--- src/rtl/rr_arbiter4_pkg.sv ---
// Shared types and constants for the four-requester round-robin arbiter.
// Also provides a one-hot decode helper that the arbiter and its checkers use.
package rr_arbiter4_pkg;

  localparam int N_REQ = 4;
  localparam int IDX_W = 2;

  typedef enum logic {
    IDLE  = 1'b0,
    GRANT = 1'b1
  } state_t;

  // Result of a rotating search: whether any bit was found, and where.
  typedef struct packed {
    logic             hit;
    logic [IDX_W-1:0] idx;
  } pick_t;

  function automatic logic [N_REQ-1:0] idx_to_onehot(input logic [IDX_W-1:0] idx);
    logic [N_REQ-1:0] oh;
    oh      = {N_REQ{1'b0}};
    oh[idx] = 1'b1;
    return oh;
  endfunction

endpackage

--- src/rtl/encoder4to2.sv ---
// Existing 4-to-2 one-hot encoder: returns the index of the set bit.
// Any input that is not exactly one-hot (including all zeros) maps to 2'b00.
module encoder4to2 (
  input  logic [3:0] onehot,
  output logic [1:0] idx
);

  // One-hot to binary lookup.
  always_comb begin
    case (onehot)
      4'b0001: idx = 2'b00;
      4'b0010: idx = 2'b01;
      4'b0100: idx = 2'b10;
      4'b1000: idx = 2'b11;
      default: idx = 2'b00;
    endcase
  end

endmodule

--- src/rtl/rr_arbiter4.sv ---
// Four-requester round-robin arbiter with registered one-hot grant and an
// optional hold limit that forces rotation while other requesters wait.
module rr_arbiter4
  import rr_arbiter4_pkg::*;
#(
  parameter int MAX_HOLD = 8
) (
  input  logic             clk,
  input  logic             rst,
  input  logic [N_REQ-1:0] req,
  output logic [N_REQ-1:0] gnt,
  output logic [IDX_W-1:0] gnt_idx,
  output logic             gnt_valid
);

  localparam int HW = (MAX_HOLD < 1) ? 1 : $clog2(MAX_HOLD + 1);
  // Top count value: the forced-handover point, or all ones when unlimited.
  localparam logic [HW-1:0] HOLD_LAST = (MAX_HOLD == 0) ? {HW{1'b1}} : HW'(MAX_HOLD - 1);

  // First set bit of pool searching start, start+1, ... with 2-bit wrap.
  function automatic pick_t rr_pick(input logic [N_REQ-1:0] pool,
                                    input logic [IDX_W-1:0] start);
    pick_t            p;
    logic [IDX_W-1:0] cand;
    p.hit = 1'b0;
    p.idx = start;
    for (int i = 0; i < N_REQ; i++) begin
      cand = start + IDX_W'(i);
      if (pool[cand] && !p.hit) begin
        p.hit = 1'b1;
        p.idx = cand;
      end
    end
    return p;
  endfunction

  state_t           state_r;
  logic [IDX_W-1:0] owner_r;
  logic [IDX_W-1:0] ptr_r;
  logic [HW-1:0]    hold_cnt_r;
  logic [N_REQ-1:0] gnt_r;
  logic             gnt_valid_r;

  logic [N_REQ-1:0] others_s;
  pick_t            idle_pick_s;
  pick_t            next_pick_s;
  logic             owner_req_s;
  logic             hold_expired_s;
  logic [HW-1:0]    hold_inc_s;
  logic             take_s;
  logic [IDX_W-1:0] take_idx_s;
  logic             drop_s;

  assign others_s       = req & ~idx_to_onehot(owner_r);
  assign idle_pick_s    = rr_pick(req, ptr_r);
  assign next_pick_s    = rr_pick(others_s, owner_r + 2'd1);
  assign owner_req_s    = req[owner_r];
  assign hold_expired_s = (MAX_HOLD != 0) && (hold_cnt_r == HOLD_LAST);
  assign hold_inc_s     = (hold_cnt_r == HOLD_LAST) ? hold_cnt_r : hold_cnt_r + {{(HW-1){1'b0}}, 1'b1};

  // Decide whether this edge makes a new grant, drops to idle, or keeps the owner.
  always_comb begin
    take_s     = 1'b0;
    take_idx_s = 2'b00;
    drop_s     = 1'b0;
    case (state_r)
      IDLE: begin
        if (idle_pick_s.hit) begin
          take_s     = 1'b1;
          take_idx_s = idle_pick_s.idx;
        end else begin
          take_s = 1'b0;
        end
      end
      GRANT: begin
        if (!owner_req_s) begin
          if (next_pick_s.hit) begin
            take_s     = 1'b1;
            take_idx_s = next_pick_s.idx;
          end else begin
            drop_s = 1'b1;
          end
        end else if ((others_s != 4'b0000) && hold_expired_s) begin
          take_s     = 1'b1;
          take_idx_s = next_pick_s.idx;
        end else begin
          take_s = 1'b0;
        end
      end
      default: begin
        drop_s = 1'b1;
      end
    endcase
  end

  // Arbiter state machine with registered grant outputs.
  always_ff @(posedge clk) begin
    if (rst) begin
      state_r     <= IDLE;
      owner_r     <= 2'b00;
      ptr_r       <= 2'b00;
      hold_cnt_r  <= {HW{1'b0}};
      gnt_r       <= 4'b0000;
      gnt_valid_r <= 1'b0;
    end else if (take_s) begin
      state_r     <= GRANT;
      owner_r     <= take_idx_s;
      ptr_r       <= take_idx_s + 2'd1;
      hold_cnt_r  <= {HW{1'b0}};
      gnt_r       <= idx_to_onehot(take_idx_s);
      gnt_valid_r <= 1'b1;
    end else if (drop_s) begin
      state_r     <= IDLE;
      hold_cnt_r  <= {HW{1'b0}};
      gnt_r       <= 4'b0000;
      gnt_valid_r <= 1'b0;
    end else if (state_r == GRANT) begin
      hold_cnt_r  <= hold_inc_s;
    end else begin
      hold_cnt_r  <= hold_cnt_r;
    end
  end

  encoder4to2 u_enc (
    .onehot (gnt_r),
    .idx    (gnt_idx)
  );

  assign gnt       = gnt_r;
  assign gnt_valid = gnt_valid_r;

endmodule
--- config.mk ---
export PLATFORM = sky130hd
export DESIGN_NAME = rr_arbiter4
export DESIGN_NICKNAME = d
export VERILOG_FILES = /design/src/rtl/rr_arbiter4_pkg.sv /design/src/rtl/encoder4to2.sv /design/src/rtl/rr_arbiter4.sv
export SDC_FILE = /design/constraint.sdc
export NUM_CORES = 1
export LEC_CHECK = 0
export ABC_AREA = 1
export BUFFER_PORTS_ARGS = -buffer_cell sky130_fd_sc_hd__buf_2
export CAP_MARGIN = 20
export CORE_MARGIN = 2
export CORE_UTILIZATION = 35
export CTS_BUF_LIST = sky130_fd_sc_hd__clkbuf_2
export CTS_CLUSTER_SIZE = 30
export DETAILED_ROUTE_END_ITERATION = 8
export PLACE_DENSITY = 0.54
export SYNTH_ARGS = -nofsm -noshare
export SYNTH_HDL_FRONTEND = slang
export SYNTH_SLANG_ARGS = --single-unit
--- constraint.sdc ---
create_clock -name clk -period 5.6 [get_ports clk]
set_input_delay 1.12 -clock clk [delete_from_list [all_inputs] [get_ports clk]]
set_output_delay 1.12 -clock clk [all_outputs]
set_load 0.1 [all_outputs]
==> metrics.txt <==
crit path buf inv count 3; #FFs+latches synth 13; syn avg cell area 6.13 µm²; clk sink count 13; Critical Path Start Type flop; via count 1338; Setup Viol. Count Final 0; crit path DAT 2.93 ns; Post-CTS Hold Buffers 0; critical path type flop to flop; H-tree depth 1; Worst path max stage delay 0.62 ns; MaxCap Viol Count 0; placed cell areas 0.00139 mm²; hold path cells 2; CP max-delay cell dfxtp_1; fin crit period 2.71 ns; Die Ht 64.9 µm; area grow syn2layout 8.77%; outcome finished, final reports clean; Final GP Congestion 0.847; Hold Crit Start hold_cnt_r[1]$_SDFFE_PP0P_; DR pass1 iterations 4; Crit path required time 5.82 ns; R2R Path End ptr_r[1]$_SDFFE_PP0P_; max layer used met4; synthesis warning total 0; worst slack at placement 2.84 ns; skew final 0.00578 ns; worst-case reg-to-reg path depth 16; Root Driver clkbuf_2; All-Layer GR Usage 15.3%; most used cell, CP nand2_1; die area 0.00421 mm²; HP Class flop to flop; clock tree buffer depth 2; row count 22; post-synthesis sequential area ratio 20.0%; crit-path max FO 13; Chip Width 64.9 µm; final antenna-violating net count 0; initial antenna violation count 0; endpoint class of the critical path flop; Fmax achieved 0.368 GHz; Fin. Hold Viols 0; WHS Endpoint hold_cnt_r[1]$_SDFFE_PP0P_; cts repair resizes 0; Clock transition at path regs 0.14 ns; I/O pins 13; Starting Density 36.0%; fin worst setup slack 2.89 ns; Vias/cell 4.90; Tightest Pin Transition 0.484 ns; HPWL Detailed 2350 µm; Relative slew margins 68.0%; ANT cells 0; detailed-route wire length per cell 10.6 µm; worst-skew pair later-pin latency 0.27 ns; post-route cell area 0.00141 mm²; GR Overflow Total 0; top cells by area, synth nand2_1 (20%), dfxtp_1 (20%), nand3_1 (14%); Final nets 239; CORE AREA 0.00361 mm²; commonest non-fill, non-tap cells in the layout nand2_1 (70), nand3_1 (36), inv_1 (22), dfxtp_1 (13), buf_2 (12); WL met1 1400 µm; iteration-0 DRC count of the detailed router 57; unrepaired setup endpoints after global routing no; WL met2 1420 µm; number of global-route vias before repair 1152; reg2reg start owner_r[0]$_SDFFE_PP0P_; CTS tree done; Synth cell types 29; Tcrit/Tclk final 48.5%; sum of negative setup slack 0 ns; Slew Limit Fails 0; largest net degree at the start of global routing 14; Worst path top cell family by delay simple AND/OR/NAND/NOR gates; DRT Wirelength 2900 µm; # port buffers 12; share of layout cells above drive strength 1 17.8%; postcts setup bufs 0; setup slack, reg-to-reg 2.89 ns; Synth top area share 20.2%; fillers 421; Num CTS Buffers 3; first-pass GRT wire length 5130 µm; worst path cell trace inv_2 -> ha_1 -> inv_1 -> nand2_1 -> nand2_1 -> nand3_1 -> nand2_1 -> nand2_1 -> nor2_2 -> nand2_1 -> nand3_1 -> nand2_1 -> nand2_2 -> inv_1 -> ha_1 -> a21oi_1; Synth area leader nand2_1; Post-Syn Instances 212; most common cell after layout, fill and taps aside nand2_1; post-synthesis cell area 0.00130 mm²; Syn Nets 225; met3 WL 54 µm; Remaining DRCs 0
## synth_stat cells
master and number:
a21oi_1 9, buf_4 2, buf_6 1, clkinv_2 1, dfxtp_1 13, ha_1 7
inv_1 22, inv_2 4, nand2_1 70, nand2_2 7, nand2_4 3, nand3_1 36
nand3_2 2, nand3_4 1, nand3b_1 1, nand4_1 3, nand4_4 1, nor2_1 9
nor2_2 2, nor3_1 2, nor3b_2 1, o211ai_1 1, o21ai_0 2, o21ai_1 6
o21ai_4 1, o21bai_1 2, or2_2 1, xnor2_1 1, xor2_1 1
## worst max path at each step
stage | from | end | slack, ns | cells after the start
6_report | owner_r[0]$_SDFFE_PP0P_ | ptr_r[1]$_SDFFE_PP0P_ | 2.89 | 16
5_1_grt | owner_r[0]$_SDFFE_PP0P_ | gnt[2]$_SDFFE_PP0P_ | 2.55 | 17
4_1_cts | owner_r[0]$_SDFFE_PP0P_ | gnt[2]$_SDFFE_PP0P_ | 2.88 | 17
3_5_place_dp | req[1] | gnt[2]$_SDFFE_PP0P_ | 2.84 | 14
3_3_place_gp | req[1] | gnt[2]$_SDFFE_PP0P_ | 2.85 | 14
2_1_floorplan | gnt[3]$_SDFFE_PP0P_ | gnt_idx[0] | 1.31 | 2
## metal layers
layer	global-route usage, %	up-vias
li1	-	716
met4	3.19	0
met1	20.4	612
met3	2.60	2
met2	25.6	8
met5	0	-
## layout make-up
| class | count | area, µm² | share of cell area (%) |
|---|---|---|---|
| Multi-Input combinational cell | 169 | 910 | 64.4 |
| Sequential cell | 13 | 260 | 18.4 |
| Inverter | 27 | 103 | 7.26 |
| Timing Repair Buffer | 12 | 60.1 | 4.25 |
| Tap cell | 48 | 60.1 | 4.25 |
| Clock buffer | 4 | 20.0 | 1.42 |
## sequential cells by signal, summed over array words and instances, names as in the netlist
register	cells
gnt	4
ptr_r	2
gnt_valid	1
hold_cnt_r	4
owner_r	2
## tightest hold or removal path: stages (launching register included)
cell,delay (ns)
dfxtp_1,0.35
nand2_1,0.06
a21oi_1,0.05
## cell families (layout without fill, tap and decap cells)
logic type               count (synthesis)  in the layout  share of synthesized area [%]
buffers and inverters                   30             43                           9.92
adder cells (fa/ha/maj)                  7              7                           6.74
AO/OA/AOI/OAI                           21             21                           9.54
flip-flops                              13             13                           20.0
XOR/XNOR                                 2              2                           1.35
AND/OR/NAND/NOR                        139            139                           52.4
## through the flow
stage	utilization, %	hold slack, ns	instances
after global placement	38.6	0.478	269
after floorplan	-	0.457	212
after global routing	39.2	0.544	273
final	39.2	0.493	273
after CTS	39.2	0.500	273
after detailed placement	38.6	0.481	269
Power is not shown: default switching activity piles up to over one toggle a cycle in this logic, so the estimate is an artifact.
